$ cat src/rtl/wormhole_output_arbiter.sv
// Per-output-port wormhole arbiter: round-robin among head flits, packet lock
// from head to tail, and downstream credit gating of every transfer.
module wormhole_output_arbiter #(
    parameter int N_IN       = 4,
    parameter int CREDIT_MAX = 4,
    parameter int CW         = 3
) (
    input  logic            clk,
    input  logic            rst_n,
    input  logic            en,
    input  logic [N_IN-1:0] req,
    input  logic [N_IN-1:0] head,
    input  logic [N_IN-1:0] tail,
    input  logic            credit_in,
    output logic [N_IN-1:0] gnt,
    output logic            xfer,
    output logic            locked,
    output logic [1:0]      owner,
    output logic [CW-1:0]   credit,
    output logic            credit_err
);

    typedef enum logic [0:0] {IDLE = 1'b0, LOCKED = 1'b1} state_t;

    state_t          state_r, state_nxt_s;
    logic [1:0]      owner_r, owner_nxt_s;
    logic [1:0]      rr_ptr_r, rr_ptr_nxt_s;
    logic [CW-1:0]   credit_r;
    logic            credit_err_r;
    logic [N_IN-1:0] eligible_s;
    logic [N_IN-1:0] gnt_s;
    logic            can_send_s;
    logic            found_s;
    logic [1:0]      winner_s;
    logic [1:0]      idx_s;
    logic            xfer_s;

    assign eligible_s = req & head;
    assign can_send_s = en & (credit_r != {CW{1'b0}});

    // Round-robin search: first eligible head flit at or after rr_ptr.
    always_comb begin
        found_s  = 1'b0;
        winner_s = 2'd0;
        idx_s    = 2'd0;
        for (int k = 0; k < N_IN; k++) begin
            idx_s = 2'((int'(rr_ptr_r) + k) % N_IN);
            if (!found_s && eligible_s[idx_s]) begin
                found_s  = 1'b1;
                winner_s = idx_s;
            end else begin
                found_s  = found_s;
            end
        end
    end

    // Zero-latency grant; a locked port only ever serves its owner.
    always_comb begin
        gnt_s = {N_IN{1'b0}};
        if (rst_n && can_send_s) begin
            if (state_r == LOCKED) begin
                gnt_s[owner_r] = req[owner_r];
            end else if (found_s) begin
                gnt_s[winner_s] = 1'b1;
            end else begin
                gnt_s = {N_IN{1'b0}};
            end
        end else begin
            gnt_s = {N_IN{1'b0}};
        end
    end

    assign xfer_s = |gnt_s;

    // Lock and pointer next-state; only a transfer can move either.
    always_comb begin
        state_nxt_s  = state_r;
        owner_nxt_s  = owner_r;
        rr_ptr_nxt_s = rr_ptr_r;
        case (state_r)
            IDLE: begin
                if (xfer_s && tail[winner_s]) begin
                    rr_ptr_nxt_s = 2'((int'(winner_s) + 1) % N_IN);
                end else if (xfer_s) begin
                    state_nxt_s = LOCKED;
                    owner_nxt_s = winner_s;
                end else begin
                    state_nxt_s = IDLE;
                end
            end
            LOCKED: begin
                if (xfer_s && tail[owner_r]) begin
                    state_nxt_s  = IDLE;
                    rr_ptr_nxt_s = 2'((int'(owner_r) + 1) % N_IN);
                end else begin
                    state_nxt_s = LOCKED;
                end
            end
            default: begin
                state_nxt_s = IDLE;
            end
        endcase
    end

    // Arbitration state registers.
    always_ff @(posedge clk or negedge rst_n) begin
        if (!rst_n) begin
            state_r  <= IDLE;
            owner_r  <= 2'd0;
            rr_ptr_r <= 2'd0;
        end else begin
            state_r  <= state_nxt_s;
            owner_r  <= owner_nxt_s;
            rr_ptr_r <= rr_ptr_nxt_s;
        end
    end

    // Downstream credit counter; a return at full credit is a protocol error.
    always_ff @(posedge clk or negedge rst_n) begin
        if (!rst_n) begin
            credit_r     <= CW'(CREDIT_MAX);
            credit_err_r <= 1'b0;
        end else begin
            case ({credit_in, xfer_s})
                2'b10: begin
                    if (credit_r == CW'(CREDIT_MAX)) begin
                        credit_err_r <= 1'b1;
                    end else begin
                        credit_r <= credit_r + CW'(1);
                    end
                end
                2'b01:   credit_r <= credit_r - CW'(1);
                default: credit_r <= credit_r;
            endcase
        end
    end

    assign gnt        = gnt_s;
    assign xfer       = xfer_s;
    assign locked     = (state_r == LOCKED);
    assign owner      = owner_r;
    assign credit     = credit_r;
    assign credit_err = credit_err_r;

endmodule

$ cat config.mk
export PLATFORM = sky130hd
export DESIGN_NAME = wormhole_output_arbiter
export DESIGN_NICKNAME = d
export VERILOG_FILES = /design/src/rtl/wormhole_output_arbiter.sv
export SDC_FILE = /design/constraint.sdc
export NUM_CORES = 1
export LEC_CHECK = 0
export BUFFER_PORTS_ARGS = -buffer_cell sky130_fd_sc_hd__buf_2
export CAP_MARGIN = 40
export CORE_MARGIN = 5
export CORE_UTILIZATION = 45
export CTS_CLUSTER_DIAMETER = 50
export DETAILED_ROUTE_END_ITERATION = 8
export PLACE_DENSITY = 0.82
export SLEW_MARGIN = 20
export SYNTH_ARGS = -nofsm -noshare
export SYNTH_HDL_FRONTEND = slang
export SYNTH_SLANG_ARGS = --single-unit
$ cat constraint.sdc
create_clock -name clk -period 4.11 [get_ports clk]
set_input_delay 1.0275 -clock clk [delete_from_list [all_inputs] [get_ports clk]]
set_output_delay 1.0275 -clock clk [all_outputs]
set_load 0.005 [all_outputs]
==> flow_summary.yaml, run 1 <==
synth:
  ys_async_sr_fraction: 1.000
  synth_area_per_cell_um2: 9.057
  number_of_flip_flops_and_latches_in_the_synthesized_netlist: 9
  synth_enable_flop_cells: 0
  netlist_area_um2: 987.2
  postSynth.topFlopCell: "sky130_fd_sc_hd__dfrtp_1"
  syn_nets: 126
  netlist_instances: 109
  yosys.cell_types.count: 54
  ys.warnings.count: 0
  ys_seq_area_frac: 0.2294
clock_network:
  tritoncts.num_buffers: 3
  cts_repair_resize_count: 0
  path_clk_slew_ns: 0.06
  post_cts_hold_buffer_count: 0
  cts_sink_cnt: 9
  cts_tree: "built"
  cts_max_level: 1
  clockBufferDepth: 2
  clockRootBuffer: "sky130_fd_sc_hd__clkbuf_4"
  post_cts.repair.setup_buffers: 0
  clk-insertion-delay-late_ns: 0.26
final_layout:
  final_layout_size_suffix_gt1_frac: 0.3704
  antenna_cells: 0
  finish.net_count: 153
  utilization: 0.5329
  area.sequential_um2: 226.5
  highest_count_cells_in_the_layout_ignoring_fill_and_taps: "sky130_fd_sc_hd__buf_2, sky130_fd_sc_hd__nand2_1, sky130_fd_sc_hd__a21oi_1, sky130_fd_sc_hd__dfrtp_1, sky130_fd_sc_hd__nor2_1"
  layout-area-overhead-vs-synth_pct: 15.97
  filler_cell_count: 207
  multiInputGateArea_um2: 706.9
  layout_commonest_cell: "sky130_fd_sc_hd__buf_2"
die:
  floorplan.die.height_um: 56.84
  floorplan.rows: 17
  core_region_area_um2: 2148
  initial_core_util: 0.4595
  die-area_um2: 3230
  dieWidth_um: 56.84
  design.portCount: 28
global_route:
  grt_remaining_overflow: 0
  met1_usage: 0.1780
  grt.met3_usage: 0.03678
  grt_pass1_wl_mm: 4.029
  global_route.usage.met2: 0.2789
  maximum_number_of_pins_on_one_net_before_global_route_repair: 16
  grt_util_all_layers: 0.1572
  highest_utilization_routing_layer_at_the_global_route_stage: "met2"
  grt_antenna_before_repair: 0
  grt_pass1_vias: 956
power:
  p_per_area_nw_per_um2: 540.9
  share_clk_of_total_power: 0.108
  ir_drop_uv: 237.1
  power_frac_comb: 0.549
  switching_share: 0.4585
  power.share.sequential: 0.343
  internal-power_uw: 335.3
  netSwitchingPower_uw: 284.0
  power.leakage_uw: 0.0004650
critical_path:
  origin_of_the_critical_flop_to_flop_path: "owner[1]"
  setup_cp_type: "in2out"
  startpoint_type: "primary input"
  worst_path_most_repeated_cell: "sky130_fd_sc_hd__buf_2"
  worstSetupStartpoint: "req[0]"
  timing.critical_path.max_delay_family: "simple AND/OR/NAND/NOR gates"
  worstPathCellList: "buf_2 -> and3_4 -> o21a_4 -> nor4_1 -> nand2_1 -> a21oi_1 -> buf_2"
  cp_data_required_time_ns: 3.08
  worst_setup_path_end_kind: "output port"
  worst_path_max_delay_cell: "sky130_fd_sc_hd__nor4_1"
  number_of_buffers_and_inverters_on_the_critical_path: 2
  worst_ep_arrival_time_ns: 2.53
  worst-path-max-fanout: 5
  critical-path-max-stage-delay_ns: 0.57
timing:
  achievable-frequency_mhz: 281.3
  timing_hold_violations_final: 0
  rsz_0062_raised_after_global_routing: "no"
  timing.final.setup_violations: 0
  slew_viol_final: 0
  timing.final.crit_period_ns: 3.555
  post-route-period-util: 0.8651
  worst_slew_pin_slew_ns: 0.6246
  relSlewSlack: 0.5797
  clock-skew-final_ns: 0.004489
  finalSetupTns_ns: 0
route:
  via_per_inst: 5.926
  drcViolationCount: 0
  routed_wirelength_mm: 2.410
  route.antenna.remaining_nets: 0
  detail_route.first_pass.iterations: 4
  detail_route.iter0.violations: 23
  wl_per_cell_um: 14.79
  vias: 966
placement:
  number_of_port_buffers: 27
  dp_hpwl_mm: 1.967
  gp_congestion: 0.8503
job:
  cap_violations: 0
run_status:
  outcome: "complete, no violations"
worst_hold_path:
  holdCritPathClass: "reg2reg"
  holdCritStartpoint: "credit_err"
power by group through the flow:
stage,clock network (uW),logic (uW),registers [uW]
finish,66.7,340,212
global route,74.9,377,223
CTS,70.3,344,211
detailed placement,0,342,213
global placement,0,331,213
floorplan,0,290,179
registers in the layout (all words and copies together) (netlist names):
signal      count
credit_err      1
credit          3
rr_ptr_r        2
locked          1
owner           2
worst paths after layout:
check	endpoint	slack [ns]	cells after the start
min reg2reg	credit_err	0.47	1
max	gnt[1]	0.55	7
min	credit_err	0.47	1
max reg2reg	credit[2]	1.56	7
min in group asynchronous	credit[0]	0.61	1
max in group asynchronous	credit[2]	3.24	1
kinds of logic (layout without fill, tap and decap cells):
| logic type | after synthesis | count (layout) | share of synthesized area |
|---|---|---|---|
| flops | 9 | 9 | 0.2294 |
| compound gates | 36 | 36 | 0.3169 |
| mux | 4 | 4 | 0.07604 |
| xor+xnor | 1 | 1 | 0.008874 |
| simple gates | 49 | 49 | 0.2941 |
| buf+inv | 9 | 35 | 0.05449 |
| fa+ha+maj | 1 | 1 | 0.02028 |
synth_stat cells, types with 2 or more instances:
library cell | number | share of area
sky130_fd_sc_hd__and3_1 | 3 | 0.019
sky130_fd_sc_hd__mux4_2 | 2 | 0.046
sky130_fd_sc_hd__inv_1 | 3 | 0.011
sky130_fd_sc_hd__nor3_1 | 3 | 0.015
sky130_fd_sc_hd__o31ai_4 | 2 | 0.043
sky130_fd_sc_hd__mux2_4 | 2 | 0.030
sky130_fd_sc_hd__and2_1 | 2 | 0.013
sky130_fd_sc_hd__nor3_2 | 2 | 0.020
sky130_fd_sc_hd__nand3_1 | 4 | 0.020
sky130_fd_sc_hd__nor2_1 | 7 | 0.027
sky130_fd_sc_hd__a21oi_1 | 9 | 0.046
sky130_fd_sc_hd__o21ai_0 | 5 | 0.025
sky130_fd_sc_hd__nand4_1 | 3 | 0.019
sky130_fd_sc_hd__buf_6 | 2 | 0.023
sky130_fd_sc_hd__a31oi_1 | 2 | 0.013
sky130_fd_sc_hd__nand3b_1 | 2 | 0.015
sky130_fd_sc_hd__dfrtp_1 | 8 | 0.20
sky130_fd_sc_hd__nand2_1 | 11 | 0.042
sky130_fd_sc_hd__o21a_1 | 2 | 0.015
through the flow:
step	area, um^2	instances	hold WS, ns	worst slack, ns	power [uW]
CTS	1145	163	0.4710	0.5590	624.7
finish	1145	163	0.4713	0.5546	619.3
global placement	1119	159	0.4534	0.6493	543.7
global route	1145	163	0.5041	0.5007	675.1
detailed placement	1119	159	0.4572	0.5608	555.2
floorplan	987.2	109	0.4602	0.9723	469.1
area by class of cell:
type,instances,area share
multi-input combinational,91,0.6175
clock buffer,4,0.02295
timing repair buffer,27,0.1180
sequential,9,0.1978
tap,28,0.03060
inverter,4,0.01311
per-layer routing:
layer,vias to the layer above,part of all wire
met3,6,0.056
met5,-,0
met4,0,0.018
li1,476,-
met1,450,0.42
met2,34,0.50
No activity file was read; power rests on OpenSTA's default activity.
==> inputs of run 2 (changes only) <==
--- a/config.mk
+++ b/config.mk
@@ -6,12 +6,13 @@
 export NUM_CORES = 1
 export LEC_CHECK = 0
 export BUFFER_PORTS_ARGS = -buffer_cell sky130_fd_sc_hd__buf_2
-export CAP_MARGIN = 40
+export CELL_PAD_IN_SITES_DETAIL_PLACEMENT = 0
+export CELL_PAD_IN_SITES_GLOBAL_PLACEMENT = 2
 export CORE_MARGIN = 5
-export CORE_UTILIZATION = 45
+export CORE_UTILIZATION = 32
 export CTS_CLUSTER_DIAMETER = 50
 export DETAILED_ROUTE_END_ITERATION = 8
-export PLACE_DENSITY = 0.82
+export PLACE_DENSITY = 0.94
 export SLEW_MARGIN = 20
 export SYNTH_ARGS = -nofsm -noshare
 export SYNTH_HDL_FRONTEND = slang
==> flow_summary.yaml, run 2 (synthesized netlist as in run 1, its figures left out) <==
run_status:
  outcome: "complete, no violations"
global_route:
  grt_util_all_layers: 0.1332
  grt_pass1_wl_mm: 4.519
  grt_remaining_overflow: 0
  maximum_number_of_pins_on_one_net_before_global_route_repair: 16
  grt_pass1_vias: 961
  grt_antenna_before_repair: 0
power:
  power.leakage_uw: 0.0004650
  ir_drop_uv: 130.1
  finalPower_uw: 627.0
  p_per_area_nw_per_um2: 544.7
critical_path:
  timing.critical_path.max_delay_family: "simple AND/OR/NAND/NOR gates"
  worst-path-max-fanout: 5
  worstPathCellList: "buf_2 -> and3_4 -> o21a_4 -> nor4_1 -> nand2_1 -> a21oi_1 -> buf_2"
  worst_setup_path_end_kind: "output port"
  startpoint_type: "primary input"
  critical-path-max-stage-delay_ns: 0.59
  number_of_buffers_and_inverters_on_the_critical_path: 2
  worst_path_max_delay_cell: "sky130_fd_sc_hd__nor4_1"
  setup_cp_type: "in2out"
  worst_path_most_repeated_cell: "sky130_fd_sc_hd__buf_2"
  cp_data_required_time_ns: 3.08
  worst_ep_arrival_time_ns: 2.54
clock_network:
  clk-insertion-delay-late_ns: 0.26
  cts_tree: "built"
  clockRootBuffer: "sky130_fd_sc_hd__clkbuf_4"
  cts_max_level: 1
  clockBufferDepth: 2
  post_cts.repair.setup_buffers: 0
  post_cts_hold_buffer_count: 0
  cts_repair_resize_count: 0
  tritoncts.num_buffers: 3
  path_clk_slew_ns: 0.06
  cts_sink_cnt: 9
die:
  floorplan.die.height_um: 65.54
  die-area_um2: 4295
  initial_core_util: 0.3288
  floorplan.rows: 20
  core_region_area_um2: 3003
  design.portCount: 28
  dieWidth_um: 65.54
placement:
  detailedPlace.worstSlack_ns: 0.5558
  number_of_port_buffers: 27
  dp_hpwl_mm: 2.120
  gp_congestion: 0.8608
route:
  drcViolationCount: 0
  detail_route.iter0.violations: 37
  via_per_inst: 5.839
  route.antenna.remaining_nets: 0
  wl_per_cell_um: 15.77
  routed_wirelength_mm: 2.650
  detail_route.first_pass.iterations: 6
  vias: 981
timing:
  rsz_0062_raised_after_global_routing: "no"
  finalSetupTns_ns: 0
  clock-skew-final_ns: 0.003476
  post-route-period-util: 0.8684
  achievable-frequency_mhz: 280.2
  worst_slew_pin_slew_ns: 0.6518
  relSlewSlack: 0.5614
  timing_hold_violations_final: 0
  timing.final.setup_violations: 0
  timing.final.crit_period_ns: 3.569
  slew_viol_final: 0
  final_critical_path_setup_slack_ns: 0.5407
worst_hold_path:
  holdCritPathClass: "reg2reg"
final_layout:
  antenna_cells: 0
  multiInputGateArea_um2: 706.9
  filler_cell_count: 318
  finish.net_count: 153
  largest_register_ff_count: 3
  layout_commonest_cell: "sky130_fd_sc_hd__buf_2"
  highest_count_cells_in_the_layout_ignoring_fill_and_taps: "sky130_fd_sc_hd__buf_2, sky130_fd_sc_hd__nand2_1, sky130_fd_sc_hd__a21oi_1, sky130_fd_sc_hd__dfrtp_1, sky130_fd_sc_hd__nor2_1"
  final_layout_size_suffix_gt1_frac: 0.3704
  layout-area-overhead-vs-synth_pct: 16.60
  area.sequential_um2: 226.5
job:
  cap_violations: 0
-- run 2: cell counts in the layout (fill, tap and decap cells not counted) --
No cell type changed its count.
-- run 2: metal layers --
layer  track usage  part of all wire  up-vias  routed length (um)
li1              -                 -      471                   -
met3       0.01880             0.052        0                 139
met4       0.04404                 0        0                   0
met2        0.2364              0.51       33                1341
met1        0.1637              0.44      477                1168
met5             0                 0        -                   0
-- run 2: stage by stage --
stage | instance area, um^2 | instances | util | hold WS [ns]
floorplan | 987.2 | 109 | - | 0.4602
finish | 1151 | 168 | 0.3833 | 0.4747
global route | 1151 | 168 | 0.3833 | 0.5312
CTS | 1151 | 168 | 0.3833 | 0.4772
global placement | 1125 | 164 | 0.3746 | 0.4578
detailed placement | 1125 | 164 | 0.3746 | 0.4641
-- run 2: final cells by class --
class	count	area share
Clock buffer	4	0.02283
Inverter	4	0.01304
Multi-Input combinational cell	91	0.6141
Sequential cell	9	0.1967
Tap cell	33	0.03587
Timing Repair Buffer	27	0.1174
-- run 2: path summary, 6_finish.rpt --
path	startpoint	endpoint	slack, ns	cells past startpoint
setup / recovery	req[0]	gnt[1]	0.54	7
hold / removal	credit_err	credit_err	0.47	1
setup reg to reg	owner[1]	credit[2]	1.59	7
hold reg to reg	credit_err	credit_err	0.47	1
max in group asynchronous	rst_n	credit[2]	3.26	1
min in group asynchronous	rst_n	credit[0]	0.61	1
-- run 2: power breakdown --
part           switching [uW]  total [uW]  internal [uW]
sequential               88.0         221            133
combinational             175         339            163
clock                    29.6        67.0           37.3
total                     293         627            334
-- run 2: worst register-to-register path, stage by stage (launching register included) --
cell and delay [ns]:
sky130_fd_sc_hd__dfrtp_1 0.54, sky130_fd_sc_hd__mux4_2 0.59, sky130_fd_sc_hd__o21ai_4 0.34, sky130_fd_sc_hd__or2_2 0.19
sky130_fd_sc_hd__fa_1 0.19, sky130_fd_sc_hd__or3b_1 0.37, sky130_fd_sc_hd__a21oi_1 0.13, sky130_fd_sc_hd__a31o_1 0.11
